## config.mk

```make
export PLATFORM = sky130hd
export DESIGN_NAME = v_v2k_block_acc
export DESIGN_NICKNAME = d
export VERILOG_FILES = /design/src/rtl/v_v2k_pkg.sv /design/src/rtl/v_v2k_block_acc.sv
export SDC_FILE = /design/constraint.sdc
export NUM_CORES = 1
export LEC_CHECK = 0
export ABC_AREA = 1
export CORE_ASPECT_RATIO = 0.75
export CORE_MARGIN = 2
export CORE_UTILIZATION = 50
export DETAILED_ROUTE_END_ITERATION = 8
export GPL_TIMING_DRIVEN = 0
export PLACE_DENSITY = 0.83
export SYNTH_ARGS = -nofsm -noshare
export SYNTH_HDL_FRONTEND = slang
export SYNTH_SLANG_ARGS = --single-unit
```

## constraint.sdc

```tcl
create_clock -name clk -period 3.1 [get_ports clk]
set_input_delay 0.465 -clock clk [delete_from_list [all_inputs] [get_ports clk]]
set_output_delay 0.465 -clock clk [all_outputs]
set_load 0.05 [all_outputs]
```

## src/rtl/v_v2k_pkg.sv

```systemverilog
// Shared definitions for the v_v2k sample path and its downstream consumers.
//   - v2k_state_e : block accumulator state (ACC collecting, HOLD output pending)
//   - clog2()     : ceiling log2 for deriving widths from parameters
//   - V2K_WIDTH   : default sample MSB index shared with the v_v2k stage
package v_v2k_pkg;

    localparam int V2K_WIDTH = 16;

    typedef enum logic [0:0] {
        ST_ACC  = 1'b0,
        ST_HOLD = 1'b1
    } v2k_state_e;

    // Ceiling log2; clog2(1) = 0, clog2(4) = 2, clog2(5) = 3.
    function automatic int clog2(input int value);
        int result;
        int v;
        result = 0;
        v      = value - 1;
        while (v > 0) begin
            result = result + 1;
            v      = v >> 1;
        end
        return result;
    endfunction

endpackage

```

## src/rtl/v_v2k_block_acc.sv

```systemverilog
// v_v2k_block_acc
// Sums consecutive blocks of COUNT unsigned (WIDTH+1)-bit samples and emits one
// sum per block over a valid/ready handshake. A flush closes a partial block.
// Ports:
//   clk       in   clock, all logic on posedge
//   rst       in   synchronous active-high reset
//   in_valid  in   in_data valid
//   in_ready  out  sample/flush accepted this cycle (= !out_valid | out_ready)
//   in_data   in   [WIDTH:0] unsigned sample
//   flush     in   close the current partial block (qualified by in_ready)
//   out_valid out  out_sum/out_cnt valid
//   out_ready in   downstream accepts the output
//   out_sum   out  [SUM_W-1:0] block sum, zero-extended
//   out_cnt   out  [CNT_W-1:0] number of samples in out_sum (1..COUNT)
module v_v2k_block_acc
    import v_v2k_pkg::*;
#(
    parameter int WIDTH = V2K_WIDTH,
    parameter int COUNT = 8,
    localparam int SUM_W = WIDTH + 1 + clog2(COUNT),
    localparam int CNT_W = clog2(COUNT + 1)
) (
    input  logic             clk,
    input  logic             rst,
    input  logic             in_valid,
    output logic             in_ready,
    input  logic [WIDTH:0]   in_data,
    input  logic             flush,
    output logic             out_valid,
    input  logic             out_ready,
    output logic [SUM_W-1:0] out_sum,
    output logic [CNT_W-1:0] out_cnt
);

    localparam logic [CNT_W-1:0] CNT_LAST = CNT_W'(COUNT - 1);

    v2k_state_e       state_q,     state_d;
    logic             out_valid_q, out_valid_d;
    logic [SUM_W-1:0] out_sum_q,   out_sum_d;
    logic [CNT_W-1:0] out_cnt_q,   out_cnt_d;
    logic [SUM_W-1:0] acc_q,       acc_d;
    logic [CNT_W-1:0] cnt_q,       cnt_d;

    logic             in_ready_s;
    logic             accept_s;
    logic             flush_take_s;
    logic             close_s;
    logic             retire_s;
    logic [SUM_W-1:0] in_ext_s;
    logic [SUM_W-1:0] sum_next_s;
    logic [CNT_W-1:0] cnt_next_s;

    // Handshake qualification and the running sum/count including this cycle's sample.
    always_comb begin
        in_ready_s   = !out_valid_q || out_ready;
        accept_s     = in_valid && in_ready_s;
        flush_take_s = flush && in_ready_s;
        retire_s     = out_valid_q && out_ready;
        // Extend before the add so the sum can never wrap.
        in_ext_s     = {{(SUM_W - WIDTH - 1){1'b0}}, in_data};
        if (accept_s) begin
            sum_next_s = acc_q + in_ext_s;
        end else begin
            sum_next_s = acc_q;
        end
        cnt_next_s = cnt_q + {{(CNT_W - 1){1'b0}}, accept_s};
        // A flush on an empty block (no held samples, no sample now) is ignored.
        close_s = (accept_s && (cnt_q == CNT_LAST)) ||
                  (flush_take_s && (cnt_next_s != {CNT_W{1'b0}}));
    end

    // Next-state for the accumulator, the counter and the output register.
    always_comb begin
        state_d     = state_q;
        out_valid_d = out_valid_q;
        out_sum_d   = out_sum_q;
        out_cnt_d   = out_cnt_q;
        acc_d       = acc_q;
        cnt_d       = cnt_q;
        if (close_s) begin
            // Closing also covers retire-and-reload in the same cycle.
            state_d     = ST_HOLD;
            out_valid_d = 1'b1;
            out_sum_d   = sum_next_s;
            out_cnt_d   = cnt_next_s;
            acc_d       = {SUM_W{1'b0}};
            cnt_d       = {CNT_W{1'b0}};
        end else begin
            if (accept_s) begin
                acc_d = sum_next_s;
                cnt_d = cnt_next_s;
            end else begin
                acc_d = acc_q;
                cnt_d = cnt_q;
            end
            if (retire_s) begin
                state_d     = ST_ACC;
                out_valid_d = 1'b0;
            end else begin
                state_d     = state_q;
                out_valid_d = out_valid_q;
            end
        end
        case (state_d)
            ST_ACC:  out_valid_d = 1'b0;
            ST_HOLD: out_valid_d = 1'b1;
            default: out_valid_d = 1'b0;
        endcase
    end

    // State and output registers with synchronous reset.
    always_ff @(posedge clk) begin
        if (rst) begin
            state_q     <= ST_ACC;
            out_valid_q <= 1'b0;
            out_sum_q   <= {SUM_W{1'b0}};
            out_cnt_q   <= {CNT_W{1'b0}};
            acc_q       <= {SUM_W{1'b0}};
            cnt_q       <= {CNT_W{1'b0}};
        end else begin
            state_q     <= state_d;
            out_valid_q <= out_valid_d;
            out_sum_q   <= out_sum_d;
            out_cnt_q   <= out_cnt_d;
            acc_q       <= acc_d;
            cnt_q       <= cnt_d;
        end
    end

    assign in_ready  = in_ready_s;
    assign out_valid = out_valid_q;
    assign out_sum   = out_sum_q;
    assign out_cnt   = out_cnt_q;

endmodule

```

==> summary.txt <==
Logic synthesis
  – #FFs+latches synth: 49
  – Mapped Area: 3090 um^2
  – Yosys warnings: 0
  – Mapped Nets: 514
  – Post-synthesis sequential area ratio: 0.318
  – Main synth FF type: dfxtp_1
  – Number of synthesized flops with an enable pin: 0
  – Cells after synthesis: 472
  – Synth async-reset ratio: 0
  – Post-synth cell types: 34
  – Synthesized area per cell: 6.54 um^2

Worst setup path
  – Buf/Inv on CP: 6
  – Critical path's top delay family: buffers and inverters
  – CP Class: input port to register
  – Most used cell, CP: nand2_2
  – Critical Path End Type: register
  – Crit Reg-Reg Startpoint: state_q
  – Reg2Reg Capture Point: out_sum[14]
  – WP data required: 3310 ps
  – R2r worst-path depth: 15
  – Crit-path cells: clkdlybuf4s50_1, inv_1, nand2_2, nand2_2, clkinv_2, buf_6, ha_1, ha_1, xnor2_1, nand3_2, o21bai_2, nand2_2, inv_1, nor2_4, buf_6, nand3_1, nand2_1
  – Flop-to-flop setup slack: 470 ps
  – CP max stage delay: 390 ps
  – Crit path arrival time: 3080 ps
  – Crit Path Max Fanout: 10
  – Critical path startpoint category: input port
  – CP max stage cell: clkdlybuf4s50_1

Final layout
  – Multi-input gate area: 1770 um^2
  – Non-Filler Instances: 605
  – Filler Cell Count: 563
  – Final Core Density: 0.637
  – Most frequent cells in the layout: nand2_1 (184), inv_1 (66), dfxtp_1 (49), clkdlybuf4s50_1 (47), nand3_1 (34)
  – Ant diodes: 0
  – Layout Nets: 568
  – Share of layout cells above drive strength 1: 0.104
  – Register area: 981 um^2
  – Commonest non-fill, non-tap cell in the layout: nand2_1
  – P&R area growth vs syn: 21.5%

Floorplan
  – Die area: 6820 um^2
  – Core ar.: 5890 um^2
  – FP Rows: 24
  – Starting Density: 0.524
  – Die W: 94.7 um
  – I/O Pins: 48
  – Die height: 72.0 um

STA
  – Min Tclk post-route: 2880 ps
  – Max frequency: 348 MHz
  – Worst clock skew: 12.3 ps
  – Slew Viols, Final: 0
  – # setup viols final: 0
  – Measured slew at the worst slew-check pin: 514 ps
  – Final hold violations: 0
  – Final Cycle Share: 0.928
  – Slew headroom: 0.657
  – RSZ-0062 raised after global routing: false
  – Hold slack: 459 ps

Job
  – Max Cap Viol: 0

Drt
  – Drt drc: 0
  – Detail-routed via count per cell: 5.03
  – Vias post-DR: 3042
  – Total Wirelength: 7850 um
  – Drt wl/cell: 13.0 um
  – DRT antenna net count: 0
  – DRT Pass-1 Iters: 5
  – Starting DRT DRC Count: 227

Clock network
  – Clk pin slew, worst setup/hold paths: 100 ps
  – TritonCTS Buffers: 5
  – Clk Latency, worst-skew pair: 320 ps
  – CTS tree: yes
  – Post-CTS Hold Fix Bufs: 0
  – Post-CTS sizing: 0
  – Post-CTS Setup Bufs: 0
  – CTS Buffer Depth: 2
  – CTS H-tree lvls: 2
  – # clock sinks: 49
  – Buffer type at the clock tree root: clkbuf_8

Worst hold path
  – Min-Delay Endpoint: out_sum[10]
  – Worst min path class: register to register
  – Worst Hold Depth: 2
  – Hold Crit Start: out_sum[10]

Placement
  – DP HPWL: 6140 um
  – IO buf count: 47
  – DP Cell Count: 597
  – Placer's final routability congestion estimate: 0.958

Power
  – Pwr per Cell Area: 465 nW/um^2
  – Leakage: 1.89 nW
  – Maximum vdd drop: 0.251 mV

Status
  – Status: finished clean

Global routing
  – Largest net degree at the start of global routing: 18
  – Gr usage total: 0.243
  – GRT overflow: 0
  – First-pass GRT wire length: 12900 um
  – Initial antenna violation count: 0
  – Vias in the first global route: 2785
## Yosys cell counts, types with 3 or more instances
master,count,area share
or2_2,8,0.016
inv_1,66,0.080
o21ai_0,17,0.028
nand3_1,34,0.055
nand2_1,184,0.22
nor2_2,15,0.030
buf_6,4,0.015
a21oi_2,5,0.014
a21oi_1,17,0.028
dfxtp_1,49,0.32
nor2_1,20,0.024
nand2_2,3,0.0061
ha_1,19,0.077
xor2_1,3,0.0085
xnor2_1,4,0.011
## logic make-up after synthesis
family                   synth area share
AO/OA/AOI/OAI                      0.0754
AND/OR/NAND/NOR                     0.387
XOR/XNOR                           0.0251
flip-flops                          0.318
adder cells (fa/ha/maj)            0.0835
buffers and inverters               0.108
multiplexers                      0.00324
## flip-flops by register name, indices dropped and copies added (netlist names)
name / flops
out_sum: 20
cnt_q: 4
out_cnt: 4
acc_q: 20
state_q: 1
## layer usage
layer	wire (um)	GRT usage
met1	3920	0.350
met2	3430	0.385
met3	438	0.0343
met4	58	0.0596
met5	0	0
## area by class of cell
class,instances,share of cell area
sequential,49,0.262
inverter,69,0.0694
multi-input combinational,345,0.473
clock inverter,3,0.00701
clock buffer,5,0.0184
tap,78,0.0260
buffer,9,0.0194
timing repair buffer,47,0.126
## worst max-delay path by stage
stage,startpoint,to,slack [ps],depth (start not counted)
floorplan,state_q,out_sum[14],270,15
global placement,out_ready,out_sum[14],-60,17
detailed placement,out_ready,out_sum[0],-120,16
CTS,out_ready,out_sum[0],200,16
global route,out_ready,out_sum[0],0.04,16
finish,out_ready,out_sum[14],220,17
## power breakdown
| group | switching [mW] | leakage (nW) | internal [mW] |
|---|---|---|---|
| combinational | 0.401 | 1.45 | 0.221 |
| sequential | 0.0270 | 0.400 | 0.679 |
| clock | 0.251 | 0.0423 | 0.165 |
| total | 0.679 | 1.89 | 1.07 |
## worst min-delay path, stage by stage, from the launching register on
cell and delay (ps):
dfxtp_1 320, nand2_1 60, nand2_1 40
## metrics by stage
step / setup TNS [ps] / worst slack (ps) / instance area, um^2 / power [mW]
after floorplan: 0 / 272 / 3090 / 1.16
after global placement: -1260 / -58.6 / 3650 / 1.32
after detailed placement: -3130 / -117 / 3650 / 1.33
after CTS: 0 / 204 / 3750 / 1.74
after global routing: 0 / 0.0389 / 3750 / 1.84
final: 0 / 224 / 3750 / 1.74
No activity file was read; power rests on OpenSTA's default activity.
